===== src/rtl/bitmask_scanner.sv =====
// bitmask_scanner: walks the set bits of an 8-bit essential-bit mask MSB-first,
// one encoder-convention index (idx 0 = bit 7) per accepted output beat.
//
// Ports:
//   clk, rst_n                         clock, async active-low reset
//   in_valid/in_ready/in_mask/in_tag   mask input handshake
//   out_valid/out_ready                beat output handshake
//   out_idx, out_tag                   beat index and sideband tag
//   out_first, out_last, out_zero      beat framing flags
//
// Optional feature macro: BITMASK_SCANNER_SKIP_ZERO_EN
//   defined   -> all-zero masks are consumed silently (no beat, out_zero tied 0)
//   undefined -> an all-zero mask yields one beat with out_zero=1

module p_encoder_8to3 (
  input  logic [7:0] data,
  output logic [2:0] idx,
  output logic       is_zero
);

  always_comb begin
    idx     = 3'd0;
    is_zero = 1'b0;
    priority case (1'b1)
      data[7]: idx = 3'd0;
      data[6]: idx = 3'd1;
      data[5]: idx = 3'd2;
      data[4]: idx = 3'd3;
      data[3]: idx = 3'd4;
      data[2]: idx = 3'd5;
      data[1]: idx = 3'd6;
      data[0]: idx = 3'd7;
      default: is_zero = 1'b1;
    endcase
  end

endmodule

module bitmask_scanner #(
  parameter int TAG_W = 8
) (
  input  logic             clk,
  input  logic             rst_n,
  input  logic             in_valid,
  output logic             in_ready,
  input  logic [7:0]       in_mask,
  input  logic [TAG_W-1:0] in_tag,
  output logic             out_valid,
  input  logic             out_ready,
  output logic [2:0]       out_idx,
  output logic [TAG_W-1:0] out_tag,
  output logic             out_first,
  output logic             out_last,
  output logic             out_zero
);

  typedef enum logic {
    IDLE = 1'b0,
    SCAN = 1'b1
  } state_t;

  state_t           state_q, state_d;
  logic [7:0]       res_q, res_d;
  logic [TAG_W-1:0] tag_q, tag_d;
  logic             first_q, first_d;

  logic [2:0] enc_idx;
  logic       enc_zero;
  logic       scan;
  logic       last;
  logic       fire;
  logic       done;
  logic       take;
  logic       drop_zero;

  p_encoder_8to3 u_enc (
    .data    (res_q),
    .idx     (enc_idx),
    .is_zero (enc_zero)
  );

  assign scan = (state_q == SCAN);

  // popcount <= 1: clearing the lowest set bit leaves nothing
  assign last = ((res_q & (res_q - 8'd1)) == 8'd0);

  assign fire     = scan & out_ready;
  assign done     = fire & last;
  assign in_ready = ~scan | done;
  assign take     = in_valid & in_ready;

`ifdef BITMASK_SCANNER_SKIP_ZERO_EN
  assign drop_zero = (in_mask == 8'd0);
`else
  assign drop_zero = 1'b0;
`endif

  always_comb begin
    state_d = state_q;
    res_d   = res_q;
    tag_d   = tag_q;
    first_d = first_q;
    if (fire && !last) begin
      // idx k reports mask bit 7-k
      res_d   = res_q & ~(8'h80 >> enc_idx);
      first_d = 1'b0;
    end
    if (done) begin
      state_d = IDLE;
      res_d   = 8'd0;
      first_d = 1'b0;
    end
    if (take) begin
      if (drop_zero) begin
        state_d = IDLE;
        res_d   = 8'd0;
        first_d = 1'b0;
      end else begin
        state_d = SCAN;
        res_d   = in_mask;
        tag_d   = in_tag;
        first_d = 1'b1;
      end
    end
  end

  always_ff @(posedge clk or negedge rst_n) begin
    if (!rst_n) begin
      state_q <= IDLE;
      res_q   <= 8'd0;
      tag_q   <= '0;
      first_q <= 1'b0;
    end else begin
      state_q <= state_d;
      res_q   <= res_d;
      tag_q   <= tag_d;
      first_q <= first_d;
    end
  end

  // outputs are forced quiet outside SCAN
  assign out_valid = scan;
  assign out_idx   = scan ? enc_idx : 3'd0;
  assign out_tag   = scan ? tag_q : '0;
  assign out_first = scan & first_q;
  assign out_last  = scan & last;

`ifdef BITMASK_SCANNER_SKIP_ZERO_EN
  assign out_zero = 1'b0;
`else
  assign out_zero = scan & enc_zero;
`endif

endmodule


===== config.mk =====
export PLATFORM = sky130hd
export DESIGN_NAME = bitmask_scanner
export DESIGN_NICKNAME = d
export VERILOG_FILES = /design/src/rtl/bitmask_scanner.sv
export SDC_FILE = /design/constraint.sdc
export NUM_CORES = 1
export LEC_CHECK = 0
export ABC_AREA = 1
export BUFFER_PORTS_ARGS = -buffer_cell sky130_fd_sc_hd__buf_2
export CORE_MARGIN = 5
export CORE_UTILIZATION = 49
export CTS_CLUSTER_SIZE = 28
export DETAILED_ROUTE_END_ITERATION = 16
export PLACE_DENSITY_LB_ADDON = 0.25
export SLEW_MARGIN = 20
export SYNTH_ARGS = -nofsm -noshare
export SYNTH_HDL_FRONTEND = slang
export SYNTH_SLANG_ARGS = --single-unit

===== constraint.sdc =====
create_clock -name clk -period 2.2 [get_ports clk]
set_clock_uncertainty 0.1 [all_clocks]
set_input_delay 0.33 -clock clk [delete_from_list [all_inputs] [get_ports clk]]
set_output_delay 0.33 -clock clk [all_outputs]
set_load 0.01 [all_outputs]

Yosys cells after proc, flatten, opt, wreduce, memory -nomap -nowiden
Index checks and enable logic that the tools add are counted.

Register bits: 18. Input bits: 20. Output and inout port bits: 16.

Multiplexer cells: 26. $add $sub $neg: 1. Reduce and logical (&&, ||, !) cells: 5. Bitwise gates (word level): 11. Shift operators: 1.

Operators with widths (count): 2-to-1 mux 8 bit (4); 2-to-1 mux 3 bit (9); AND 8 bit (2); 2-to-1 mux 1 bit (13); logical NOT 8 bit (1); NOT 8 bit (1); >> shifter 8 x 3 -> 8 bit, first input constant (1); subtractor 8 x 1 -> 8 bit, second input constant (1); AND 1 bit (6); nonzero test 3 bit (1); nonzero test 2 bit (1); logical AND 1 bit (1); logical NOT 1 bit (1); NOT 1 bit (1); OR 1 bit (1).

Logic depth before layout (Yosys ltp)
Gate-level depths: netlist of the first run.

Depth after elaboration: 14. Mapped depth: 11. Depth with buffers taken out: 11.

Cells and area by module
A second synthesis of the first run with hierarchy kept.

Cells, all modules: 177. Area total of the unflattened synthesis: 1244.9 um^2.

By module, submodules not included: bitmask_scanner (sequential area each 450.4 um^2, cells an instance 156, area an instance 1143.6 um^2, times used 1); p_encoder_8to3 (sequential area each 0.0 um^2, cells an instance 21, area an instance 101.3 um^2, times used 1).

Worst setup path after synthesis of the first run
No wires, ideal clock.

Kind: register to register. Start: register res_q[6]. End: register tag_q[0]. Setup time: 0.116 ns. Arrival time: 1.425 ns. Slack: 0.559 ns. Cell stages (with the launch flop): 9. Clock period less this slack: 1.641 ns. Buffers on the path: 0. Path through: dfrtp_1 -> nor2_1 -> nand2_1 -> a21oi_2 -> nand3_4 -> a21oi_4 -> inv_2 -> nand2_1 -> nand2_1.

Longest elaborated chain between the ends: 6.

Ends and longest elaborated chain: from (decl) (line 63) `logic [7:0] res_q, res_d;`; from (signal assigned) (line 135) `res_q <= res_d;`; subtractor 8 x 1 -> 8 bit (line 85) `assign last = ((res_q & (res_q - 8'd1)) == 8'd0);`; AND 8 bit (*) (line 85); logical NOT 8 bit (*) (line 85); AND 1 bit (*) (line 88) `assign done = fire & last;`; OR 1 bit (*) (line 89) `assign in_ready = ~scan | done;`; AND 1 bit (*) (line 90) `assign take = in_valid & in_ready;`; to (signal assigned) (line 136) `tag_q <= tag_d;`; to (decl) (line 64) `logic [TAG_W-1:0] tag_q, tag_d;`.

Mark *: on every way between the ends. The rest lies on a longest branch, timed or not. A chain may end at the register's enable or synchronous reset.

Worst setup path after layout of the first run
Start: register res_q[5]. End: output in_ready.

Longest elaborated chain between the ends: 5.

Ends and longest elaborated chain: subtractor 8 x 1 -> 8 bit (line 85); AND 8 bit (*) (line 85); logical NOT 8 bit (*) (line 85); AND 1 bit (*) (line 88); OR 1 bit (*) (line 89); to (decl) (line 45) `output logic in_ready,`.

Marked as above.

==> results of run 1 <==
synthesized netlist by cell type, drive strengths merged:
master / instances
nand2: 81
inv: 21
dfrtp: 18
nand3: 13
nor2: 8
a21oi: 5
clkbuf: 2
nand4: 2
nor3: 2
and2: 1
buf: 1
nand3b: 1
final cells by class:
| type | count | area (sq um) |
|---|---|---|
| clock buffers | 3 | 22.52 |
| well taps | 27 | 33.78 |
| multi-input cells | 113 | 496.7 |
| fillers | 199 | 719.4 |
| inverters | 21 | 78.83 |
| repair buffers | 38 | 200.2 |
| flip-flops and latches | 18 | 450.4 |
flip-flops by register name, indices dropped and copies added (netlist names):
signal / cells
tag_q: 8
res_q: 8
first_q: 1
out_valid: 1
worst min-delay path, delay by kind of cell:
family	cells	cell delay, ns
buffers and inverters	1	0.08
AND/OR/NAND/NOR	2	0.09
cell families (layout without fill, tap and decap cells):
kind of cell,after synthesis,in the layout,synth area share
AOI/OAI and AO/OA,5,5,0.04202
buffers and inverters,24,62,0.09364
DFF,18,18,0.4322
and+or+nand+nor,108,108,0.4322
final timing paths:
| check | depth (start not counted) | endpoint | startpoint | slack [ns] |
|---|---|---|---|---|
| worst min-delay path | 3 | tag_q[6]$_DFFE_PN0P_ | in_tag[6] | 0.14 |
| worst max register to register | 8 | res_q[3]$_DFFE_PN0P_ | res_q[5]$_DFFE_PN0P_ | 0.32 |
| max in group asynchronous | 2 | tag_q[0]$_DFFE_PN0P_ | rst_n | 1.33 |
| min in group asynchronous | 2 | first_q$_DFFE_PN0P_ | rst_n | 0.38 |
| worst max-delay path | 6 | in_ready | res_q[5]$_DFFE_PN0P_ | 0.14 |
| worst min register to register | 2 | tag_q[1]$_DFFE_PN0P_ | tag_q[1]$_DFFE_PN0P_ | 0.38 |
cells in the final DEF (no fill, tap or decap), drive strengths merged:
cell type / n
dlygate4sd3: 1
a21oi: 5
nand3: 13
nor2: 8
buf: 37
nor3: 2
inv: 21
nand3b: 1
nand2: 81
and2: 1
nand4: 2
clkbuf: 3
dfrtp: 18
routing by layer:
metal  GRT usage  vias to the layer above  part of all wire  wire length [um]
li1            -                      545                 -                 -
met1      0.2245                      448              0.44              1034
met2      0.2654                       40              0.47              1101
met3     0.03944                        4             0.070               162
met4     0.05085                        0             0.012                27
met5           0                        -                 0                 0
power by group through the flow:
stage               logic (mW)  registers [mW]  clock network [mW]
floorplan                0.986           0.597                   0
global placement          1.35           0.604                   0
detailed placement        1.40           0.611                   0
CTS                       1.40           0.603               0.161
global route              1.58           0.635               0.176
finish                    1.38           0.606               0.157
timing repair:
item	in CTS	in global routing
endpoints found under the hold margin	18	0
gates resized for setup	0	1
hold buffers	1	0
setup endpoints to repair	0	1
==> flow_summary.yaml, run 1 <==
status:
  status: "completed"
timing:
  maxClockFrequency_mhz: 485.3
  finalCritPeriodShare: 0.9366
  number_of_endpoints_with_negative_hold_slack_in_the_final_report: 0
  report.final.setup_viol: 0
  tns_ns: 0
  final_max_slew_viol_count: 0
  setup_repair_after_global_routing_missed_its_margin: "false"
  worst_slew_pin_slew_ns: 0.3891
  time_the_final_worst_path_needs_with_i_o_delays_and_setup_ns: 2.061
  fin_worst_hold_slack_ns: 0.1368
  worst_slew_margin_rel: 0.7406
  finalWorstSetupSlack_ns: 0.1395
placement:
  placement.io_buffers: 35
  placedCellCount: 216
  placement.cell_area_sq_um: 1247
  dp_hpwl_um: 1887
  place_ws_ns: 0.3080
  gp_routability_congestion: 0.8465
cells_and_area:
  fin_nets: 215
  utilization: 0.6406
  insertedDiodeCount: 0
  stdcell_area_sq_um: 1282
  area_delta_synth_final_pct: 23.05
  layoutNonFillerInstCount: 220
  layout-drive-gt1-share: 0.2487
global_route:
  grt_remaining_overflow: 0
  grt_first_pass_wirelength_um: 4326
  largest_net_degree_at_the_start_of_global_routing: 19
  grt.total_usage: 0.1671
  via_count_of_the_first_global_routing_pass: 970
  antenna_found_initial: 0
die:
  die-height_um: 56.12
  placement_rows: 16
  die_width_um: 56.12
  boundaryPins: 36
  start_util: 0.5206
  dieArea_sq_um: 3149
  core-area_sq_um: 2002
pwr:
  sw_frac: 0.5000
  p_seq_frac: 0.282
  power.ir.vdd_worst_mv: 0.7419
  pwr-share-clk: 0.073
  p_sw_mw: 1.073
  p_per_area_nw_per_um2: 1674
  comb_power_share: 0.645
  cell_internal_pwr_mw: 1.073
  report.power.total_mw: 2.147
  power.static_leakage_nw: 0.8175
hold_path:
  min_path_type: "input pin to flip-flop"
drt:
  post_drt_wl_per_cell_um: 10.57
  wirelength_um: 2325
  drc: 0
  drt-pass1-iter-count: 6
  vias: 1037
  detail-route-antenna-nets: 0
  drt_iter0_markers: 16
  routed_via_density: 4.714
cts:
  cts_max_path_buffers: 2
  register_clock_pin_slew_on_the_reported_worst_setup_and_hold_paths_ns: 0.10
  clock_latency_ns: 0.29
  cts_inserted_buffers: 3
  tritoncts_clock_tree: "yes"
  post-cts-setup-buffer-count: 0
  number_of_clock_sinks_seen_by_cts: 18
  htree_num_levels: 1
  cts.root.buffer_cell: "sky130_fd_sc_hd__clkbuf_4"
synth:
  ys_seq_elements: 18
  syn-mean-instance-area_sq_um: 6.724
  yosys_warnings: 0
  postSynthNetCount: 175
  cell_count_after_synthesis: 155
  synth_area_leaders: "sky130_fd_sc_hd__dfrtp_1 (43%), sky130_fd_sc_hd__nand2_1 (29%), sky130_fd_sc_hd__inv_1 (6.8%)"
  netlist_area_sq_um: 1042
  fraction_of_post_synthesis_cell_area_in_the_top_cell_type_by_area: 0.4322
  synth.lib_cells_used.distinct: 17
  synth.yosys.seq_area_share: 0.4322
  synth_largest_area_cell: "sky130_fd_sc_hd__dfrtp_1"
setup_path:
  slowest_stage_delay_on_critical_path_ns: 0.41
  critPathRequiredTime_ns: 1.77
  cp_common_cell: "sky130_fd_sc_hd__nand2_1"
  critical_path.n_buffers_inverters: 1
  critical_path_sink_type: "output pin"
  timing.critical_path.cells: "nor2_1 > nand2_1 > a21oi_2 > nand3_4 > nand2_1 > buf_2"
  crit_fanout: 9
  dominant_delay_contributor_by_cell_family_on_the_critical_path: "simple AND/OR/NAND/NOR gates"
  arrival_ns: 1.63
  startpoint_kind_of_the_worst_setup_timing_path: "flip-flop"
  cp_class: "flip-flop to output pin"
  crit_path_top_delay_cell: "sky130_fd_sc_hd__dfrtp_1"
job:
  max_cap_check_violation_count: 0
Note: power is estimated with default switching activity, not from simulation.
==> run 2, diff against run 1 <==
--- a/config.mk
+++ b/config.mk
@@ -8,11 +8,12 @@
 export ABC_AREA = 1
 export BUFFER_PORTS_ARGS = -buffer_cell sky130_fd_sc_hd__buf_2
 export CORE_MARGIN = 5
-export CORE_UTILIZATION = 49
+export CORE_UTILIZATION = 45
 export CTS_CLUSTER_SIZE = 28
 export DETAILED_ROUTE_END_ITERATION = 16
 export PLACE_DENSITY_LB_ADDON = 0.25
 export SLEW_MARGIN = 20
 export SYNTH_ARGS = -nofsm -noshare
 export SYNTH_HDL_FRONTEND = slang
+export SYNTH_HIERARCHICAL = 1
 export SYNTH_SLANG_ARGS = --single-unit
==> run 2 against run 1 <==
  * Combinational power about the same
  * Clock-buffer cell count increased by 1
  * Die area increased by 24%
  * Flip-flop and latch count unchanged
  * Non-clock buffer count increased by 8
  * Critical endpoint unchanged
  * Routed wire length increased by 21%
==> flow_summary.yaml, run 2 <==
synth:
  netlist_area_sq_um: 1245
  cell_count_after_synthesis: 177
  synth_most_common_cell: "sky130_fd_sc_hd__nand2_1"
  synth_largest_area_cell: "sky130_fd_sc_hd__dfrtp_1"
  syn-mean-instance-area_sq_um: 7.034
  fraction_of_post_synthesis_cell_area_in_the_top_cell_type_by_area: 0.3618
  async_flop_share: 1.000
  synth_top_cells_by_count: "sky130_fd_sc_hd__nand2_1 (74), sky130_fd_sc_hd__nand3_1 (26), sky130_fd_sc_hd__inv_1 (24)"
  synth.yosys.seq_area_share: 0.3618
  synth_area_leaders: "sky130_fd_sc_hd__dfrtp_1 (36%), sky130_fd_sc_hd__nand2_1 (22%), sky130_fd_sc_hd__nand3_1 (10%)"
  yosys_warnings: 6
  postSynthNetCount: 197
  synth_edf_count: 0
  synth.lib_cells_used.distinct: 25
  ys_seq_elements: 18
  synth_ff_type: "sky130_fd_sc_hd__dfrtp_1"
hold_path:
  timing.hold.worst_endpoint: "tag_q[3]$_DFFE_PN0P_"
  timing.hold.worst_path_depth: 3
  min_path_type: "input pin to flip-flop"
  hold_path_startpoint: "in_tag[3]"
setup_path:
  arrival_ns: 1.68
  ff2ff_path_depth: 9
  regToRegStartpoint: "res_q[4]$_DFFE_PN0P_"
  cp_class: "flip-flop to output pin"
  slowest_stage_delay_on_critical_path_ns: 0.42
  crit_fanout: 9
  r2r-end: "tag_q[6]$_DFFE_PN0P_"
  startpoint_kind_of_the_worst_setup_timing_path: "flip-flop"
  timing.critical_path.cells: "or2_1 > and2_4 > nor2_4 > nand3_4 > nand2_8 > buf_2"
  critical_path_sink_type: "output pin"
  crit_path_top_delay_cell: "sky130_fd_sc_hd__dfrtp_1"
  critPathRequiredTime_ns: 1.77
  r2r_setup_slack_ns: 0.40
die:
  die-height_um: 62.60
  start_util: 0.4594
  core-area_sq_um: 2710
  placement_rows: 19
  dieArea_sq_um: 3918
  boundaryPins: 36
  die_width_um: 62.60
cts:
  number_of_clock_sinks_seen_by_cts: 18
  cts_max_path_buffers: 2
  htree_num_levels: 1
  register_clock_pin_slew_on_the_reported_worst_setup_and_hold_paths_ns: 0.11
  tritoncts_clock_tree: "yes"
  clock_latency_ns: 0.29
  cts_inserted_buffers: 3
  cts.root.buffer_cell: "sky130_fd_sc_hd__clkbuf_4"
pwr:
  power.static_leakage_nw: 0.9540
  p_per_area_nw_per_um2: 1417
  power.ir.vdd_worst_mv: 0.7350
placement:
  placement.cell_area_sq_um: 1424
  placement.io_buffers: 35
  gp_routability_congestion: 0.8449
  dp_hpwl_um: 2141
cells_and_area:
  area_delta_synth_final_pct: 24.02
  insertedDiodeCount: 0
  largest_registers: "res_q: 8 flops, tag_q: 8 flops"
  layout-drive-gt1-share: 0.3198
  mostFrequentLayoutCell: "sky130_fd_sc_hd__nand2_1"
  final_cell_mix: "sky130_fd_sc_hd__nand2_1 (74), sky130_fd_sc_hd__buf_2 (35), sky130_fd_sc_hd__nand3_1 (26), sky130_fd_sc_hd__inv_1 (24), sky130_fd_sc_hd__dfrtp_1 (18)"
  fin_nets: 243
  stdcell_area_sq_um: 1544
drt:
  drt_iter0_markers: 34
  vias: 1203
  drc: 0
  drt-pass1-iter-count: 4
  post_drt_wl_per_cell_um: 11.08
  wirelength_um: 2802
  routed_via_density: 4.755
  detail-route-antenna-nets: 0
timing:
  time_the_final_worst_path_needs_with_i_o_delays_and_setup_ns: 2.112
  fin_worst_hold_slack_ns: 0.1687
  final_max_slew_viol_count: 0
  worst_slew_margin_rel: 0.7299
  finalCritPeriodShare: 0.9602
  number_of_endpoints_with_negative_hold_slack_in_the_final_report: 0
  worst_slew_pin_slew_ns: 0.4051
  maxClockFrequency_mhz: 473.4
  report.final.setup_viol: 0
job:
  max_cap_check_violation_count: 0
global_route:
  largest_net_degree_at_the_start_of_global_routing: 20
  grt.total_usage: 0.1466
  grt_first_pass_wirelength_um: 4850
  grt_remaining_overflow: 0
  via_count_of_the_first_global_routing_pass: 1135
  antenna_found_initial: 0
status:
  status: "completed"
run 2: how the worst max path moves through the flow:
stage	start	to	slack [ns]
5_1_grt	res_q[4]$_DFFE_PN0P_	in_ready	-0.006
3_3_place_gp	res_q[4]$_DFFE_PN0P_	in_ready	0.36
6_report	res_q[4]$_DFFE_PN0P_	in_ready	0.09
4_1_cts	res_q[4]$_DFFE_PN0P_	in_ready	0.007
2_1_floorplan	res_q[4]$_DFFE_PN0P_	in_ready	0.46
3_5_place_dp	res_q[4]$_DFFE_PN0P_	in_ready	0.33
run 2: cell type report:
cell class	instances	area, sq um
well taps	31	38.79
flip-flops and latches	18	450.4
inverters	27	101.3
multi-input cells	127	656.9
repair buffers	46	260.3
clock buffers	4	36.28
fillers	288	1166
run 2: cell families (layout without fill, tap and decap cells):
logic type,after synthesis,after routing,synth area share
buffers and inverters,32,77,0.1216
AO/OA/AOI/OAI,5,5,0.02713
AND/OR/NAND/NOR,122,122,0.4895
flip-flops,18,18,0.3618
run 2: report_power, final:
part	leakage, nW	internal, mW	switching (mW)
registers	0.221	0.482	0.151
clock network	0.0210	0.101	0.101
logic	0.712	0.561	0.793
run 2: repair_timing:
item                       in CTS  in global routing
gates resized for setup         0                  3
setup buffers                   0                  8
hold buffers                    1                  0
setup endpoints to repair       0                  4
hold endpoints to repair       18                  0
run 2: through the flow:
| step | setup TNS [ns] | instances | utilization | setup slack, ns | total power, mW |
|---|---|---|---|---|---|
| finish | 0 | 253 | 0.5697 | 0.08765 | 2.188 |
| CTS | 0 | 245 | 0.5425 | 0.006794 | 2.074 |
| detailed placement | 0 | 240 | 0.5254 | 0.3314 | 1.870 |
| global route | -0.005587 | 253 | 0.5697 | -0.005587 | 2.431 |
| floorplan | 0 | 177 | - | 0.4557 | 1.573 |
| global placement | 0 | 240 | 0.5254 | 0.3569 | 1.830 |
run 2: worst max-delay path: cells and delay by family, from the launching register on:
family                 cells  cell delay, ns
AND/OR/NAND/NOR            5            0.84
flip-flops                 1            0.42
buffers and inverters      1            0.14
run 2: metal layers:
metal	GRT usage	wire length, um	up-vias
li1	-	-	642
met1	0.1940	1343	536
met2	0.2370	1322	23
met3	0.03058	111	2
met4	0.04775	25	0
met5	0	0	-
==> run 3, diff against run 2 <==
==> constraint.sdc (replaced) <==
create_clock -name clk -period 2.2 [get_ports clk]
set_clock_uncertainty 0.1 [all_clocks]
set_input_delay 0.44 -clock clk [delete_from_list [all_inputs] [get_ports clk]]
set_output_delay 0.44 -clock clk [all_outputs]
set_load 0.01 [all_outputs]
==> run 3 against run 2 <==
  * Non-clock buffer count grew 5
  * Final area grew 2.4%
  * Largest cell class unchanged
  * Clock power shrank 3%
  * Hold slack gained 0.12 ns
  * Register-to-register slack lost 0.02 ns
  * Critical endpoint is now out_last
  * Clock-buffer cell count is the same
  * Core utilization grew 1.4 points
  * Sequential share of layout area shrank 0.53 points
  * Highest routed layer unchanged
  * Routed wire length grew 12%
  * Combinational power grew 7%
  * Maximum frequency grew 0.92%
==> flow_summary.yaml, run 3 (synthesized netlist as in run 2, its figures left out) <==
drt:
  post_drt_wl_per_cell_um: 12.12
  wirelength_um: 3126
  drt_iter0_markers: 50
  vias: 1248
  detail-route-antenna-nets: 0
  routed_via_density: 4.837
  drt-pass1-iter-count: 4
  drc: 0
timing:
  number_of_endpoints_with_negative_hold_slack_in_the_final_report: 0
  worst_slew_pin_slew_ns: 0.4049
  tns_ns: 0
  worst_slew_margin_rel: 0.7300
  finalCritPeriodShare: 0.9514
  time_the_final_worst_path_needs_with_i_o_delays_and_setup_ns: 2.093
  report.final.setup_viol: 0
  final_max_slew_viol_count: 0
  setup_repair_after_global_routing_missed_its_margin: "false"
  finalWorstSetupSlack_ns: 0.1069
  maxClockFrequency_mhz: 477.8
setup_path:
  ff2ff_path_depth: 10
  critical_path_sink_type: "output pin"
  critPathRequiredTime_ns: 1.66
  arrival_ns: 1.55
  cp_class: "flip-flop to output pin"
  crit_path_top_delay_cell: "sky130_fd_sc_hd__dfrtp_1"
  crit_fanout: 4
  startpoint_kind_of_the_worst_setup_timing_path: "flip-flop"
  slowest_stage_delay_on_critical_path_ns: 0.42
  timing.critical_path.cells: "or2_1 > and2_4 > nor2_4 > nand2_1 > nor2_1 > buf_2"
cells_and_area:
  mostFrequentLayoutCell: "sky130_fd_sc_hd__nand2_1"
  stdcell_area_sq_um: 1582
  layout-drive-gt1-share: 0.3348
  final_cell_mix: "sky130_fd_sc_hd__nand2_1 (74), sky130_fd_sc_hd__buf_2 (35), sky130_fd_sc_hd__nand3_1 (26), sky130_fd_sc_hd__inv_1 (24), sky130_fd_sc_hd__dfrtp_1 (16)"
  largest_registers: "res_q: 8 flops, tag_q: 8 flops"
  utilization: 0.5836
  fin_nets: 248
  insertedDiodeCount: 0
  layoutNonFillerInstCount: 258
  area_delta_synth_final_pct: 27.04
cts:
  tritoncts_clock_tree: "yes"
  cts_inserted_buffers: 3
  clock_latency_ns: 0.28
  number_of_clock_sinks_seen_by_cts: 18
  cts.root.buffer_cell: "sky130_fd_sc_hd__clkbuf_4"
  htree_num_levels: 1
  cts_max_path_buffers: 2
  register_clock_pin_slew_on_the_reported_worst_setup_and_hold_paths_ns: 0.10
pwr:
  power.static_leakage_nw: 0.9744
  power.ir.vdd_worst_mv: 0.8604
  p_per_area_nw_per_um2: 1444
placement:
  gp_routability_congestion: 0.8604
  dp_hpwl_um: 2346
  place_ws_ns: 0.2826
  placement.io_buffers: 35
  placedCellCount: 243
  placement.cell_area_sq_um: 1446
global_route:
  via_count_of_the_first_global_routing_pass: 1154
  antenna_found_initial: 0
  grt_first_pass_wirelength_um: 5106
  grt.total_usage: 0.1557
  grt_remaining_overflow: 0
  largest_net_degree_at_the_start_of_global_routing: 19
hold_path:
  min_path_type: "input pin to flip-flop"
  timing.hold.worst_path_depth: 3
die:
  die_width_um: 62.60
  dieArea_sq_um: 3918
  placement_rows: 19
  die-height_um: 62.60
  start_util: 0.4594
  boundaryPins: 36
  core-area_sq_um: 2710
status:
  status: "completed"
job:
  max_cap_check_violation_count: 0
[run 3: cell count changes in the layout (fill, tap and decap cells not counted), moves of 2 or more]
cell,change
sky130_fd_sc_hd__dfrtp_2,+2
sky130_fd_sc_hd__a21oi_2,-2
sky130_fd_sc_hd__buf_4,+5
sky130_fd_sc_hd__dfrtp_1,-2
[run 3: what timing repair did]
action / in CTS / in global routing
setup buffers: 1 / 9
endpoints found under the setup margin: 2 / 3
pin swaps: 0 / 7
hold endpoints to repair: 18 / 0
hold buffers: 1 / 0
gates resized for setup: 1 / 3
[run 3: per-stage QoR]
step                      total power [mW]  hold slack (ns)
after detailed placement             1.944           0.2933
after CTS                            2.157           0.2844
after global routing                 2.516           0.2775
final                                2.283           0.2852
after floorplan                      1.573          0.04441
after global placement               1.890           0.2862
[run 3: final cells by class]
cell class              count  area, sq um
fillers                   274         1129
multi-input cells         127        654.4
flip-flops and latches     18        452.9
repair buffers             51        297.8
inverters                  27        101.3
well taps                  31        38.79
clock buffers               4        36.28
[run 3: final timing paths]
path | to | startpoint | slack [ns]
worst min register to register | tag_q[0]$_DFFE_PN0P_ | tag_q[0]$_DFFE_PN0P_ | 0.38
min in group asynchronous | tag_q[5]$_DFFE_PN0P_ | rst_n | 0.53
worst max register to register | res_q[7]$_DFFE_PN0P_ | res_q[0]$_DFFE_PN0P_ | 0.38
worst max-delay path | out_last | res_q[6]$_DFFE_PN0P_ | 0.11
worst min-delay path | tag_q[0]$_DFFE_PN0P_ | in_tag[0] | 0.29
max in group asynchronous | res_q[2]$_DFFE_PN0P_ | rst_n | 1.16
[run 3: worst max-delay path, delay by kind of cell, from the launching register on]
kind | cells | cell delay, ns
buf+inv | 1 | 0.14
flops | 1 | 0.42
simple gates | 5 | 0.70
[run 3: metal layers]
| metal | vias up | GRT usage | routed length (um) |
|---|---|---|---|
| met1 | 564 | 0.1879 | 1358 |
| met3 | 4 | 0.03417 | 176 |
| met2 | 31 | 0.2759 | 1553 |
| met5 | - | 0 | 0 |
| li1 | 649 | - | - |
| met4 | 0 | 0.04244 | 38 |
[run 3: power by group]
group / leakage [nW] / internal (mW) / switching (mW)
logic: 0.734 / 0.617 / 0.830
registers: 0.219 / 0.486 / 0.154
clock network: 0.0210 / 0.101 / 0.0954
total: 0.974 / 1.20 / 1.08
